File: src/rtl/fetch_unit_if.sv
// Instruction-memory request/ack bus between fetch_unit (master) and imem (slave).
interface fetch_unit_if;
  logic        imem_req;
  logic [31:0] imem_addr;
  logic        imem_ack;
  logic [31:0] imem_rdata;

  modport master (output imem_req, imem_addr, input imem_ack, imem_rdata);
  modport slave  (input imem_req, imem_addr, output imem_ack, imem_rdata);
endinterface

File: src/rtl/fetch_unit.sv
// Instruction fetch unit: one-entry output buffer plus pending word, with redirect kill.
// Optional performance counters are enabled by defining FETCH_PERF_CNT_EN.
module fetch_unit #(
  parameter logic [31:0] RESET_PC = 32'd0
) (
  input  logic                clock,
  input  logic                reset_n,
  input  logic                stall,
  input  logic                redirect_valid,
  input  logic [31:0]         redirect_pc,
  fetch_unit_if.master        imem,
  output logic                out_valid,
  output logic [31:0]         out_pc,
  output logic [31:0]         out_ir
`ifdef FETCH_PERF_CNT_EN
  ,
  output logic [31:0]         perf_fetched,
  output logic [15:0]         perf_dropped
`endif
);

  typedef enum logic [1:0] {IDLE, REQ, WAIT_BUF, DROP} state_e;

  state_e      state_q, state_d;
  logic [31:0] pc_q, pc_d;
  logic [31:0] addr_q, addr_d;
  logic        out_valid_q, out_valid_d;
  logic [31:0] out_pc_q, out_pc_d;
  logic [31:0] out_ir_q, out_ir_d;
  logic [31:0] pend_q, pend_d;
  logic        consume;

  always_comb begin
    state_d     = state_q;
    pc_d        = pc_q;
    out_valid_d = out_valid_q;
    out_pc_d    = out_pc_q;
    out_ir_d    = out_ir_q;
    pend_d      = pend_q;
    consume     = out_valid_q && !stall;

    if (consume) out_valid_d = 1'b0;

    unique case (state_q)
      IDLE: begin
        state_d = REQ;
        if (redirect_valid) pc_d = redirect_pc;
      end
      REQ: begin
        if (redirect_valid) begin
          pc_d = redirect_pc;
          if (!imem.imem_ack) state_d = DROP;
        end else if (imem.imem_ack) begin
          if (out_valid_q && stall) begin
            pend_d  = imem.imem_rdata;
            state_d = WAIT_BUF;
          end else begin
            out_valid_d = 1'b1;
            out_pc_d    = pc_q + 32'd1;
            out_ir_d    = imem.imem_rdata;
            pc_d        = pc_q + 32'd1;
          end
        end
      end
      WAIT_BUF: begin
        if (redirect_valid) begin
          pc_d    = redirect_pc;
          pend_d  = 32'd0;
          state_d = REQ;
        end else if (!stall) begin
          out_valid_d = 1'b1;
          out_pc_d    = pc_q + 32'd1;
          out_ir_d    = pend_q;
          pc_d        = pc_q + 32'd1;
          state_d     = REQ;
        end
      end
      DROP: begin
        if (redirect_valid) pc_d = redirect_pc;
        if (imem.imem_ack) state_d = REQ;
      end
      default: state_d = IDLE;
    endcase

    if (redirect_valid) out_valid_d = 1'b0;

    // The outstanding address must stay put until the stale ack returns.
    addr_d = (state_d == DROP) ? addr_q : pc_d;
  end

  always_ff @(posedge clock or negedge reset_n) begin
    if (!reset_n) begin
      state_q     <= IDLE;
      pc_q        <= RESET_PC;
      addr_q      <= RESET_PC;
      out_valid_q <= 1'b0;
      out_pc_q    <= 32'd0;
      out_ir_q    <= 32'd0;
      pend_q      <= 32'd0;
    end else begin
      state_q     <= state_d;
      pc_q        <= pc_d;
      addr_q      <= addr_d;
      out_valid_q <= out_valid_d;
      out_pc_q    <= out_pc_d;
      out_ir_q    <= out_ir_d;
      pend_q      <= pend_d;
    end
  end

  assign imem.imem_req  = (state_q == REQ) || (state_q == DROP);
  assign imem.imem_addr = addr_q;
  assign out_valid      = out_valid_q;
  assign out_pc         = out_pc_q;
  assign out_ir         = out_ir_q;

`ifdef FETCH_PERF_CNT_EN
  logic [31:0] perf_fetched_q, perf_fetched_d;
  logic [15:0] perf_dropped_q, perf_dropped_d;
  logic [1:0]  drop_inc;

  // A single redirect can kill both the buffer and the pending word.
  always_comb begin
    drop_inc = 2'd0;
    if (imem.imem_ack && ((state_q == DROP) || ((state_q == REQ) && redirect_valid)))
      drop_inc = drop_inc + 2'd1;
    if (redirect_valid && (state_q == WAIT_BUF))
      drop_inc = drop_inc + 2'd1;
    if (redirect_valid && out_valid_q && stall)
      drop_inc = drop_inc + 2'd1;
    perf_fetched_d = perf_fetched_q + {31'd0, consume};
    perf_dropped_d = perf_dropped_q + {14'd0, drop_inc};
  end

  always_ff @(posedge clock or negedge reset_n) begin
    if (!reset_n) begin
      perf_fetched_q <= 32'd0;
      perf_dropped_q <= 16'd0;
    end else begin
      perf_fetched_q <= perf_fetched_d;
      perf_dropped_q <= perf_dropped_d;
    end
  end

  assign perf_fetched = perf_fetched_q;
  assign perf_dropped = perf_dropped_q;
`endif

endmodule

File: src/flat_wrapper.sv
// flat-port wrapper written by rule: the top's interface ports become plain ports
module fetch_unit_flat 
#(
  parameter logic [31:0] RESET_PC = 32'd0
)
  (clock, reset_n, stall, redirect_valid, redirect_pc, out_valid, out_pc, out_ir, imem_imem_req, imem_imem_addr, imem_imem_ack, imem_imem_rdata);
  fetch_unit_if imem_i ();
  input  logic clock;
  input  logic reset_n;
  input  logic stall;
  input  logic redirect_valid;
  input  logic [31:0] redirect_pc;
  output logic out_valid;
  output logic [31:0] out_pc;
  output logic [31:0] out_ir;
  output wire logic [$bits(imem_i.imem_req)-1:0] imem_imem_req;
  output wire logic [$bits(imem_i.imem_addr)-1:0] imem_imem_addr;
  input wire logic [$bits(imem_i.imem_ack)-1:0] imem_imem_ack;
  input wire logic [$bits(imem_i.imem_rdata)-1:0] imem_imem_rdata;
  assign imem_imem_req = imem_i.imem_req;
  assign imem_imem_addr = imem_i.imem_addr;
  assign imem_i.imem_ack = imem_imem_ack;
  assign imem_i.imem_rdata = imem_imem_rdata;
  fetch_unit #(.RESET_PC(RESET_PC)) u_core (.clock(clock), .reset_n(reset_n), .stall(stall), .redirect_valid(redirect_valid), .redirect_pc(redirect_pc), .imem(imem_i), .out_valid(out_valid), .out_pc(out_pc), .out_ir(out_ir));
endmodule
File: config.mk
export PLATFORM = sky130hd
export DESIGN_NAME = fetch_unit_flat
export DESIGN_NICKNAME = d
export VERILOG_FILES = /design/src/rtl/fetch_unit_if.sv /design/src/rtl/fetch_unit.sv /design/src/flat_wrapper.sv
export SDC_FILE = /design/constraint.sdc
export NUM_CORES = 1
export LEC_CHECK = 0
export CORE_ASPECT_RATIO = 1.2
export CORE_MARGIN = 2
export CORE_UTILIZATION = 43
export CTS_BUF_LIST = sky130_fd_sc_hd__clkbuf_8
export CTS_CLUSTER_DIAMETER = 30
export CTS_CLUSTER_SIZE = 25
export DETAILED_ROUTE_END_ITERATION = 8
export PLACE_DENSITY = 0.81
export SLEW_MARGIN = 25
export SYNTH_ARGS = -nofsm -noshare
export SYNTH_HDL_FRONTEND = slang
export SYNTH_SLANG_ARGS = --single-unit
File: constraint.sdc
create_clock -name clock -period 2.3 [get_ports clock]
set_input_delay 0.345 -clock clock [delete_from_list [all_inputs] [get_ports clock]]
set_output_delay 0.345 -clock clock [all_outputs]
set_load 0.05 [all_outputs]
# [Word-level counts from Yosys, hierarchy flattened]
# Cells that the tools add are included.
[word_totals] word_cells=66 ff_bits=163
[classes] n_addsub=1 n_eq_ne=11 reduce_logical=9 mux=38
[ops] op="two-way mux 32 bit" count=20
[ops] op="case mux 32 bit (2 select lines)" count=3
[ops] op="case mux 32 bit (3 select lines)" count=1
[ops] op="adder 32 x 1 -> 32 bit, second input constant" count=1
[ops] op="two-way mux 2 bit" count=7
[ops] op="inequality test 2 bit, second input constant" count=6
[ops] op="case mux 2 bit (4 select lines)" count=1
[ops] op="equality test 2 bit, second input constant" count=3
[ops] op="AND reduction 6 bit" count=1
[ops] op="two-way mux 1 bit" count=5
[ops] op="AND reduction 5 bit" count=1
[ops] op="equality test 2 x 1 -> 1 bit, second input constant" count=1
[ops] op="logical AND 1 bit" count=2
[ops] op="logical NOT 2 bit" count=1
[ops] op="inequality test 2 x 1 -> 1 bit, second input constant" count=1
[ops] op="case mux 1 bit (2 select lines)" count=1
[ops] op="nonzero test 2 bit" count=1
[ops] op="OR reduction 2 bit" count=1
[ops] op="logical NOT 1 bit" count=1
[ops] op="logical OR 1 bit" count=1

# [Depth between registers and ports, before layout]
# Gate-level depths: netlist (run 1).
[logic_depth] ltp_word=7 ltp_mapped=11

# [Worst setup path before layout (run 1)]
# OpenSTA, ideal clock, no wires.
[synth_timing] kind="flip-flop to flip-flop" start="register u_core.out_valid_q, in the netlist u_core.out_valid" end="register u_core.addr_q[10], in the netlist u_core.imem.imem_addr[10]" path_slack_ps=-153 path_buffers=1 arrival_time_ps=2328 path_stages_with_launch=8 required_time_ps=2175 cell_sequence="dfrtp_1 > a21bo_2 > clkbuf_1 > nor3_1 > mux2_2 > o211ai_1 > o311ai_0 > mux2_2"
[synth_rtl] item="from (decl)" line_no="fetch_unit.sv:27" rtl="logic out_valid_q, out_valid_d;"
[synth_rtl] item="from (signal assigned)" line_no="fetch_unit.sv:104" rtl="out_valid_q <= out_valid_d;"
[synth_rtl] item="logical AND 1 bit" line_no="fetch_unit.sv:54" rtl="if (out_valid_q && stall) begin"
[synth_rtl] item="two-way mux 32 bit" line_no="fetch_unit.sv:54"
[synth_rtl] item="two-way mux 32 bit" line_no="fetch_unit.sv:53" rtl="end else if (imem.imem_ack) begin"
[synth_rtl] item="two-way mux 32 bit" line_no="fetch_unit.sv:50" rtl="if (redirect_valid) begin"
[synth_rtl] item="case mux 32 bit (3 select lines)" line_no="fetch_unit.sv:44" rtl="unique case (state_q)"
[synth_rtl] item="named net u_core.pc_d[10]" line_no="fetch_unit.sv:25" rtl="logic [31:0] pc_q, pc_d;"
[synth_rtl] item="to (signal assigned)" line_no="fetch_unit.sv:103" rtl="addr_q <= addr_d;"
[synth_rtl] item="to (decl)" line_no="fetch_unit.sv:26" rtl="logic [31:0] addr_q, addr_d;"
# The timed path passes the listed nets, and every way through them passes these cells.
# A chain may end at the register's enable or synchronous reset.

# [Worst setup path after layout (run 1)]
[layout_timing] start="register u_core.pc_q[1]" end="register u_core.addr_q[24], in the netlist u_core.imem.imem_addr[24]"
[layout_between] elab_chain_cells=5
[layout_lines] item="from (decl)" line_no="fetch_unit.sv:25"
[layout_lines] item="from (signal assigned)" line_no="fetch_unit.sv:102" rtl="pc_q <= pc_d;"
[layout_lines] item="adder 32 x 1 -> 32 bit (*)" line_no="fetch_unit.sv:61, fetch_unit.sv:74"
[layout_lines] item="two-way mux 32 bit" line_no="fetch_unit.sv:54"
[layout_lines] item="two-way mux 32 bit" line_no="fetch_unit.sv:53"
[layout_lines] item="two-way mux 32 bit" line_no="fetch_unit.sv:50"
[layout_lines] item="case mux 32 bit (3 select lines) (*)" line_no="fetch_unit.sv:44"
[layout_lines] item="named net u_core.pc_d[24]" line_no="fetch_unit.sv:25"
# Mark *: on every way through the listed nets, which the timed path passes. The rest lies on a longest branch.

==> flow_summary.html, run 1 <==
<table>
<tr><th>Metric</th><th>Value</th></tr>
<tr><th colspan="2">STA</th></tr>
<tr><td>Setup violators final</td><td>2</td></tr>
<tr><td>TNS Setup</td><td>-0.0113 ns</td></tr>
<tr><td>Post-Route Skew</td><td>0.0173 ns</td></tr>
<tr><td>RSZ-0062 raised after global routing</td><td>yes</td></tr>
<tr><td>Worst slew pin tran</td><td>0.563 ns</td></tr>
<tr><td>Hold violation total from the final report</td><td>0</td></tr>
<tr><td>Highest achievable clock rate</td><td>434 MHz</td></tr>
<tr><td>Crit path setup slack, layout</td><td>-0.00641 ns</td></tr>
<tr><td>Slew Limit Fails</td><td>0</td></tr>
<tr><td>Worst-case headroom to the max-slew limit</td><td>62.5%</td></tr>
<tr><td>Shortest clock period the worst path allows after layout</td><td>2.31 ns</td></tr>
<tr><td>Final worst hold slack</td><td>0.326 ns</td></tr>
<tr><td>Share of the clock period used by the worst path</td><td>100%</td></tr>
<tr><th colspan="2">Final layout</th></tr>
<tr><td>Layout cell share with drive strength beyond 1</td><td>23.4%</td></tr>
<tr><td>Relative area change from synthesis to final layout</td><td>43.2%</td></tr>
<tr><td>Total Nets Final</td><td>1,302</td></tr>
<tr><td>Final antenna diode count</td><td>0</td></tr>
<tr><td>Finished Core Util</td><td>63.1%</td></tr>
<tr><td>Final standard cell area without fillers</td><td>12,400 µm²</td></tr>
<tr><td>Fin cells</td><td>1,502</td></tr>
<tr><th colspan="2">Die</th></tr>
<tr><td>Core Footprint</td><td>19,600 µm²</td></tr>
<tr><td>Width of the die</td><td>133 µm</td></tr>
<tr><td>Height of the die</td><td>159 µm</td></tr>
<tr><td>Site row count</td><td>56</td></tr>
<tr><td>Die ar.</td><td>21,300 µm²</td></tr>
<tr><td>Starting utilization of the core area</td><td>44.1%</td></tr>
<tr><td>I/O pin cnt</td><td>167</td></tr>
<tr><th colspan="2">Global route</th></tr>
<tr><td>Total routing usage reported by global routing</td><td>27.0%</td></tr>
<tr><td>Initial antenna violation count</td><td>0</td></tr>
<tr><td>Number of global-route vias before repair</td><td>8,549</td></tr>
<tr><td>Wire length of the first global-routing pass</td><td>45.3 mm</td></tr>
<tr><td>Largest net degree at the start of global routing</td><td>77</td></tr>
<tr><td>Overflow left after global routing</td><td>0</td></tr>
<tr><th colspan="2">Synth</th></tr>
<tr><td>Distinct cell type count after synthesis</td><td>73</td></tr>
<tr><td>Gate count of the mapped netlist</td><td>968</td></tr>
<tr><td>Mapped Area</td><td>8650 µm²</td></tr>
<tr><td>Sequential cell area fraction in the yosys report</td><td>47.2%</td></tr>
<tr><td>Dominant register cell in the synthesized netlist</td><td>dfrtp_1</td></tr>
<tr><td>Largest cells by area after synthesis</td><td>dfrtp_1, nand2_1, mux2_2</td></tr>
<tr><td>Fraction of post-synthesis cell area in the top cell type by area</td><td>47.2%</td></tr>
<tr><td>Cell taking the most area after synthesis</td><td>dfrtp_1</td></tr>
<tr><td>Synth warnings</td><td>0</td></tr>
<tr><td>Number of nets produced by synthesis</td><td>1,042</td></tr>
<tr><td>Per-instance average area after synthesis</td><td>8.94 µm²</td></tr>
<tr><td>Post-synthesis async set-or-reset flop share</td><td>100%</td></tr>
<tr><td>Total of flip-flops plus latches after synthesis</td><td>163</td></tr>
<tr><td>Count of flip-flops with a built-in enable after synthesis</td><td>0</td></tr>
<tr><th colspan="2">CTS</th></tr>
<tr><td>TritonCTS Sinks</td><td>163</td></tr>
<tr><td>Clock-pin slew reported for the worst setup and hold paths after clock tree synthesis</td><td>0.10 ns</td></tr>
<tr><td>Cell at the root of the clock tree</td><td>clkbuf_8</td></tr>
<tr><td>Longest Clk Path Bufs</td><td>2</td></tr>
<tr><td>Clock tree from TritonCTS</td><td>done</td></tr>
<tr><td>Insertion delay of the later-clocked pin in the worst-skew pair</td><td>0.47 ns</td></tr>
<tr><td>Num CTS Buffers</td><td>17</td></tr>
<tr><td>CTS H-tree lvls</td><td>4</td></tr>
<tr><th colspan="2">Placed design</th></tr>
<tr><td>Standard cell area after detailed placement</td><td>11,600 µm²</td></tr>
<tr><td>Port Buf Inserts</td><td>166</td></tr>
<tr><td>Estimated wirelength of the detail-placed design</td><td>21.0 mm</td></tr>
<tr><td>Number of cells after detailed placement</td><td>1,461</td></tr>
<tr><td>Weighted congestion at the end of routability-driven global placement</td><td>1.01</td></tr>
<tr><th colspan="2">Detailed routing</th></tr>
<tr><td>Remaining antenna violation count after routing</td><td>0</td></tr>
<tr><td>Iter 0 DRT Violations</td><td>865</td></tr>
<tr><td>DRC</td><td>0</td></tr>
<tr><td>Pre-antenna DRT Iters</td><td>6</td></tr>
<tr><td>Via-to-Cell Ratio</td><td>5.76</td></tr>
<tr><td>Wire length reported by the detailed router</td><td>29.3 mm</td></tr>
<tr><td>DR vias</td><td>8,647</td></tr>
<tr><td>Average routed wire per standard cell</td><td>19.5 µm</td></tr>
<tr><th colspan="2">Critical path</th></tr>
<tr><td>Cell family contributing the most delay on the critical path</td><td>simple AND/OR/NAND/NOR gates</td></tr>
<tr><td>Path type of the worst setup path</td><td>register to register</td></tr>
<tr><td>Worst endpoint required time</td><td>2.66 ns</td></tr>
<tr><td>Biggest cell delay along the critical path</td><td>0.53 ns</td></tr>
<tr><td>Crit path max-delay cell type</td><td>or4_4</td></tr>
<tr><td>Critical Path Source Type</td><td>register</td></tr>
<tr><td>Maximum fanout count along the critical path</td><td>5</td></tr>
<tr><td>Crit path capture type</td><td>register</td></tr>
<tr><td>Combined buffer and inverter count along the critical path</td><td>1</td></tr>
<tr><td>Critical-path cell list</td><td>ha_2, nand3_2, or4_4, buf_4, nor3_4, mux2i_1, a211oi_2, mux2_2</td></tr>
<tr><td>Critical path data arrival time</td><td>2.66 ns</td></tr>
<tr><th colspan="2">Pwr</th></tr>
<tr><td>Power per cell area</td><td>1640 nW/µm²</td></tr>
<tr><td>Highest ir drop seen on vdd</td><td>0.00107 V</td></tr>
<tr><td>Cell leakage power</td><td>0.00513 µW</td></tr>
<tr><th colspan="2">Run status</th></tr>
<tr><td>Outcome</td><td>complete, but fails checks</td></tr>
<tr><td>Failing checks</td><td>negative setup slack</td></tr>
<tr><th colspan="2">Worst hold path</th></tr>
<tr><td>Hold WC Path Type</td><td>primary input to register</td></tr>
<tr><th colspan="2">Job</th></tr>
<tr><td>Max Cap Violations</td><td>0</td></tr>
</table>
-- stage by stage --
stage | setup WS, ns | power (µW)
floorplan | -0.00513 | 12700
global placement | -0.158 | 17300
detailed placement | -0.270 | 17600
CTS | 0.00886 | 20000
global route | -0.0913 | 21500
finish | -0.00641 | 20400
-- logic make-up after synthesis --
family / after synthesis / synth area share, %
buf+inv: 97 / 4.46
mux: 42 / 5.44
flops: 163 / 47.2
xor+xnor: 34 / 3.44
fa+ha+maj: 5 / 0.723
compound gates: 249 / 18.4
simple gates: 378 / 20.4
-- routing by layer --
metal / up-vias / GRT usage [%] / share of wire (%)
li1: 3975 / - / -
met1: 4160 / 34.1 / 39
met2: 417 / 44.1 / 49
met3: 95 / 6.27 / 7.7
met4: 0 / 12.0 / 4.3
met5: - / 0 / 0
-- cell usage after synthesis, types with 4 or more instances --
| cell type | count |
|---|---|
| ha_1 | 5 |
| or3_1 | 6 |
| nor2b_1 | 6 |
| o221ai_1 | 4 |
| o211ai_1 | 4 |
| inv_1 | 12 |
| clkbuf_1 | 62 |
| and2_1 | 4 |
| mux2_2 | 36 |
| xor2_1 | 13 |
| and3_1 | 8 |
| nor4_1 | 13 |
| nand4_1 | 19 |
| mux2i_1 | 5 |
| o32ai_1 | 4 |
| nand2_1 | 154 |
| a221oi_1 | 10 |
| a211oi_1 | 7 |
| nand3_1 | 25 |
| nor3_1 | 15 |
| buf_1 | 6 |
| nor2_1 | 97 |
| xnor2_1 | 21 |
| a31oi_1 | 42 |
| nor3b_1 | 5 |
| dfrtp_1 | 163 |
| nand2b_1 | 7 |
| o21ai_0 | 72 |
| a21oi_1 | 51 |
| a41oi_1 | 4 |
| o22ai_1 | 9 |
| buf_2 | 11 |
-- layout make-up --
cell class | instances | area, µm²
Clock buffer | 17 | 234
Clock inverter | 15 | 170
Fill cell | 1672 | 7230
Inverter | 14 | 52.6
Multi-Input combinational cell | 708 | 4500
Sequential cell | 163 | 4080
Tap cell | 261 | 327
Timing Repair Buffer | 324 | 3030
-- cells in the final DEF, fill, tap and decap left out, drive strengths merged, types with 11 or more instances in the layout --
cell type	Yosys	final
clkdlybuf4s50	0	163
dfrtp	163	163
buf	18	159
nand2	154	154
nor2	97	97
o21ai	73	73
a21oi	51	51
a31oi	42	42
mux2	37	37
nand3	25	25
xnor2	21	21
nand4	20	20
inv	12	19
clkbuf	65	18
nor4	16	16
nor3	15	15
xor2	13	13
a221oi	11	11
-- what timing repair did --
action,4_1_cts,5_1_grt
endpoints found under the setup margin,31,38
resized for setup,17,47
cloned,0,2
pin swaps,3,21
hold buffers,1,0
setup buffers,1,5
endpoints found under the hold margin,53,0
-- flip-flops by register name, summed over array words and instances, names as in the netlist --
| signal | cells |
|---|---|
| u_core.out_pc | 32 |
| u_core.pc_q | 32 |
| u_core.out_valid | 1 |
| u_core.imem.imem_addr | 32 |
| u_core.state_q | 2 |
| u_core.out_ir | 32 |
| u_core.pend_q | 32 |
-- final timing paths --
kind                       cells past startpoint  slack, ns         startpoint                   endpoint
min in group asynchronous                      2       0.41            reset_n          u_core.out_pc[26]
min reg2reg                                    2       0.49  u_core.pend_q[26]          u_core.pend_q[26]
min                                            3       0.33     redirect_valid           u_core.out_valid
max                                            8     -0.006     u_core.pc_q[1]  u_core.imem.imem_addr[24]
max reg2reg                                    8     -0.006     u_core.pc_q[1]  u_core.imem.imem_addr[24]
max in group asynchronous                      3       1.11            reset_n          u_core.out_ir[22]
-- worst reg2reg max path, stage by stage (launching register included) --
cell      delay [ns]
dfrtp_1         0.38
ha_2            0.20
nand3_2         0.11
or4_4           0.53
buf_4           0.21
nor3_4          0.15
mux2i_1         0.24
a211oi_2        0.10
mux2_2          0.27
-- report_power, final --
part / leakage, µW / switching [µW] / internal, µW / total (µW)
Combinational: 0.00299 / 7750 / 5080 / 12800
Sequential: 0.00193 / 1010 / 4320 / 5330
Clock: 0.000199 / 1220 / 997 / 2220
Total: 0.00513 / 9980 / 10400 / 20400
Note: power is estimated with default switching activity, not from simulation.
==> inputs of run 2 (changes only) <==
Settings changed: CTS_BUF_LIST sky130_fd_sc_hd__clkbuf_8 to not set.
==> flow_summary.html, run 2 (synthesis results as in run 1) <==
<table>
<tr><th>Metric</th><th>Value</th></tr>
<tr><th colspan="2">Global route</th></tr>
<tr><td>Initial antenna violation count</td><td>0</td></tr>
<tr><td>Largest net degree at the start of global routing</td><td>77</td></tr>
<tr><td>Overflow left after global routing</td><td>0</td></tr>
<tr><td>Number of global-route vias before repair</td><td>8,578</td></tr>
<tr><td>Total routing usage reported by global routing</td><td>27.1%</td></tr>
<tr><td>Wire length of the first global-routing pass</td><td>45.5 mm</td></tr>
<tr><th colspan="2">Placed design</th></tr>
<tr><td>Port Buf Inserts</td><td>166</td></tr>
<tr><td>Pre-CTS WS</td><td>-0.270 ns</td></tr>
<tr><td>Standard cell area after detailed placement</td><td>11,600 µm²</td></tr>
<tr><td>Number of cells after detailed placement</td><td>1,461</td></tr>
<tr><td>Estimated wirelength of the detail-placed design</td><td>21.0 mm</td></tr>
<tr><td>Weighted congestion at the end of routability-driven global placement</td><td>1.01</td></tr>
<tr><th colspan="2">STA</th></tr>
<tr><td>Highest achievable clock rate</td><td>429 MHz</td></tr>
<tr><td>Shortest clock period the worst path allows after layout</td><td>2.33 ns</td></tr>
<tr><td>Crit path setup slack, layout</td><td>-0.0290 ns</td></tr>
<tr><td>Slew Limit Fails</td><td>0</td></tr>
<tr><td>Worst-case headroom to the max-slew limit</td><td>62.5%</td></tr>
<tr><td>Setup violators final</td><td>1</td></tr>
<tr><td>Post-Route Skew</td><td>0.0218 ns</td></tr>
<tr><td>Share of the clock period used by the worst path</td><td>101%</td></tr>
<tr><td>Hold violation total from the final report</td><td>0</td></tr>
<tr><td>Worst slew pin tran</td><td>0.562 ns</td></tr>
<tr><td>RSZ-0062 raised after global routing</td><td>yes</td></tr>
<tr><th colspan="2">Detailed routing</th></tr>
<tr><td>Pre-antenna DRT Iters</td><td>5</td></tr>
<tr><td>Iter 0 DRT Violations</td><td>910</td></tr>
<tr><td>Via-to-Cell Ratio</td><td>5.79</td></tr>
<tr><td>Average routed wire per standard cell</td><td>19.8 µm</td></tr>
<tr><td>DR vias</td><td>8,706</td></tr>
<tr><td>Wire length reported by the detailed router</td><td>29.8 mm</td></tr>
<tr><td>DRC</td><td>0</td></tr>
<tr><td>Remaining antenna violation count after routing</td><td>0</td></tr>
<tr><th colspan="2">Pwr</th></tr>
<tr><td>Net switching power of the design</td><td>10,100 µW</td></tr>
<tr><td>Highest ir drop seen on vdd</td><td>0.00107 V</td></tr>
<tr><td>Seq pwr share</td><td>25.2%</td></tr>
<tr><td>Part of the total power dissipated in the clock network</td><td>13.9%</td></tr>
<tr><td>Cell leakage power</td><td>0.00521 µW</td></tr>
<tr><td>Cell-internal power</td><td>11,100 µW</td></tr>
<tr><td>Power per cell area</td><td>1680 nW/µm²</td></tr>
<tr><td>Share of total power consumed by net switching</td><td>47.7%</td></tr>
<tr><td>Share of total power in combinational logic</td><td>60.9%</td></tr>
<tr><th colspan="2">Die</th></tr>
<tr><td>Core Footprint</td><td>19,600 µm²</td></tr>
<tr><td>Die ar.</td><td>21,300 µm²</td></tr>
<tr><td>Height of the die</td><td>159 µm</td></tr>
<tr><td>I/O pin cnt</td><td>167</td></tr>
<tr><td>Starting utilization of the core area</td><td>44.1%</td></tr>
<tr><td>Site row count</td><td>56</td></tr>
<tr><td>Width of the die</td><td>133 µm</td></tr>
<tr><th colspan="2">Critical path</th></tr>
<tr><td>Critical Path Source Type</td><td>register</td></tr>
<tr><td>Path type of the worst setup path</td><td>register to register</td></tr>
<tr><td>Worst endpoint required time</td><td>2.63 ns</td></tr>
<tr><td>Combined buffer and inverter count along the critical path</td><td>1</td></tr>
<tr><td>Critical path data arrival time</td><td>2.66 ns</td></tr>
<tr><td>Crit path max-delay cell type</td><td>or4_4</td></tr>
<tr><td>Crit path capture type</td><td>register</td></tr>
<tr><td>Maximum fanout count along the critical path</td><td>5</td></tr>
<tr><td>Cell family contributing the most delay on the critical path</td><td>simple AND/OR/NAND/NOR gates</td></tr>
<tr><td>Critical-path cell list</td><td>nand4_1, or4_4, buf_6, or3_1, a31oi_1, nor4_2, mux2_4</td></tr>
<tr><td>Slack of the worst reg-to-reg path</td><td>-0.03 ns</td></tr>
<tr><td>Biggest cell delay along the critical path</td><td>0.60 ns</td></tr>
<tr><th colspan="2">CTS</th></tr>
<tr><td>TritonCTS Sinks</td><td>163</td></tr>
<tr><td>Cell at the root of the clock tree</td><td>clkbuf_16</td></tr>
<tr><td>Clock tree from TritonCTS</td><td>done</td></tr>
<tr><td>Clock-pin slew reported for the worst setup and hold paths after clock tree synthesis</td><td>0.07 ns</td></tr>
<tr><td>CTS H-tree lvls</td><td>4</td></tr>
<tr><td>Num CTS Buffers</td><td>17</td></tr>
<tr><td>Longest Clk Path Bufs</td><td>2</td></tr>
<tr><td>Insertion delay of the later-clocked pin in the worst-skew pair</td><td>0.44 ns</td></tr>
<tr><th colspan="2">Final layout</th></tr>
<tr><td>Most common cell after layout, fill and taps aside</td><td>clkdlybuf4s50_1</td></tr>
<tr><td>Total Nets Final</td><td>1,304</td></tr>
<tr><td>Layout cell share with drive strength beyond 1</td><td>23.7%</td></tr>
<tr><td>Final antenna diode count</td><td>0</td></tr>
<tr><td>Fin cells</td><td>1,504</td></tr>
<tr><td>Most used cells in the layout excluding fill and tap cells</td><td>clkdlybuf4s50_1, dfrtp_1, nand2_1</td></tr>
<tr><td>Finished Core Util</td><td>64.1%</td></tr>
<tr><td>Relative area change from synthesis to final layout</td><td>45.5%</td></tr>
<tr><td>Final standard cell area without fillers</td><td>12,600 µm²</td></tr>
<tr><th colspan="2">Run status</th></tr>
<tr><td>Outcome</td><td>complete, but fails checks</td></tr>
<tr><td>Failing checks</td><td>negative setup slack</td></tr>
<tr><th colspan="2">Worst hold path</th></tr>
<tr><td>Hold WC Path Type</td><td>primary input to register</td></tr>
<tr><th colspan="2">Job</th></tr>
<tr><td>Max Cap Violations</td><td>0</td></tr>
</table>
## run 2: repair_timing
action / CTS / global route
setup endpoints to repair: 31 / 39
gates resized for setup: 16 / 46
cloned: 0 / 3
hold endpoints to repair: 53 / 0
pin swaps: 3 / 19
hold buffers: 1 / 0
setup buffers: 1 / 6
## run 2: final timing paths
| kind | cells after the start | to | start |
|---|---|---|---|
| max | 7 | u_core.imem.imem_addr[18] | u_core.pc_q[7] |
| min | 3 | u_core.out_valid | redirect_valid |
| max reg2reg | 7 | u_core.imem.imem_addr[18] | u_core.pc_q[7] |
| min reg2reg | 2 | u_core.pend_q[26] | u_core.pend_q[26] |
| max in group asynchronous | 3 | u_core.out_pc[0] | reset_n |
| min in group asynchronous | 2 | u_core.out_pc[26] | reset_n |
## run 2: final cells by class
type | instances | area, µm²
fillers | 1642 | 7030
multi-input cells | 708 | 4480
flip-flops and latches | 163 | 4080
repair buffers | 326 | 3050
clock buffers | 17 | 425
well taps | 261 | 327
clock inverters | 15 | 170
inverters | 14 | 52.6
## run 2: power by group through the flow
stage | sequential [µW] | clock, µW | combinational (µW)
after floorplan | 7930 | 0 | 4790
after global placement | 5320 | 0 | 12000
after detailed placement | 5340 | 0 | 12200
after CTS | 5320 | 2970 | 12400
after global routing | 5500 | 3090 | 13700
final | 5350 | 2940 | 12900
## run 2: metal layers
| layer | share of wire, % | global-route usage, % | up-vias | routed length, µm |
|---|---|---|---|---|
| met5 | 0 | 0 | - | 0 |
| met3 | 8.5 | 6.65 | 99 | 2520 |
| met1 | 39 | 34.2 | 4182 | 11600 |
| met4 | 4.4 | 12.0 | 0 | 1320 |
| met2 | 48 | 44.2 | 443 | 14300 |
| li1 | - | - | 3982 | - |
## run 2: through the flow
stage / TNS (ns) / power, µW / hold slack [ns]
final: -0.0290 / 21200 / 0.390
after global routing: -0.336 / 22300 / 0.387
after CTS: 0 / 20700 / 0.338
after detailed placement: -5.78 / 17600 / 0.359
after global placement: -3.68 / 17300 / 0.354
after floorplan: -0.00513 / 12700 / 0.0494
## run 2: worst reg2reg max path, stage by stage, from the launching register on
cell,delay [ns]
dfrtp_1,0.44
nand4_1,0.18
or4_4,0.60
buf_6,0.17
or3_1,0.31
a31oi_1,0.17
nor4_2,0.08
mux2_4,0.27
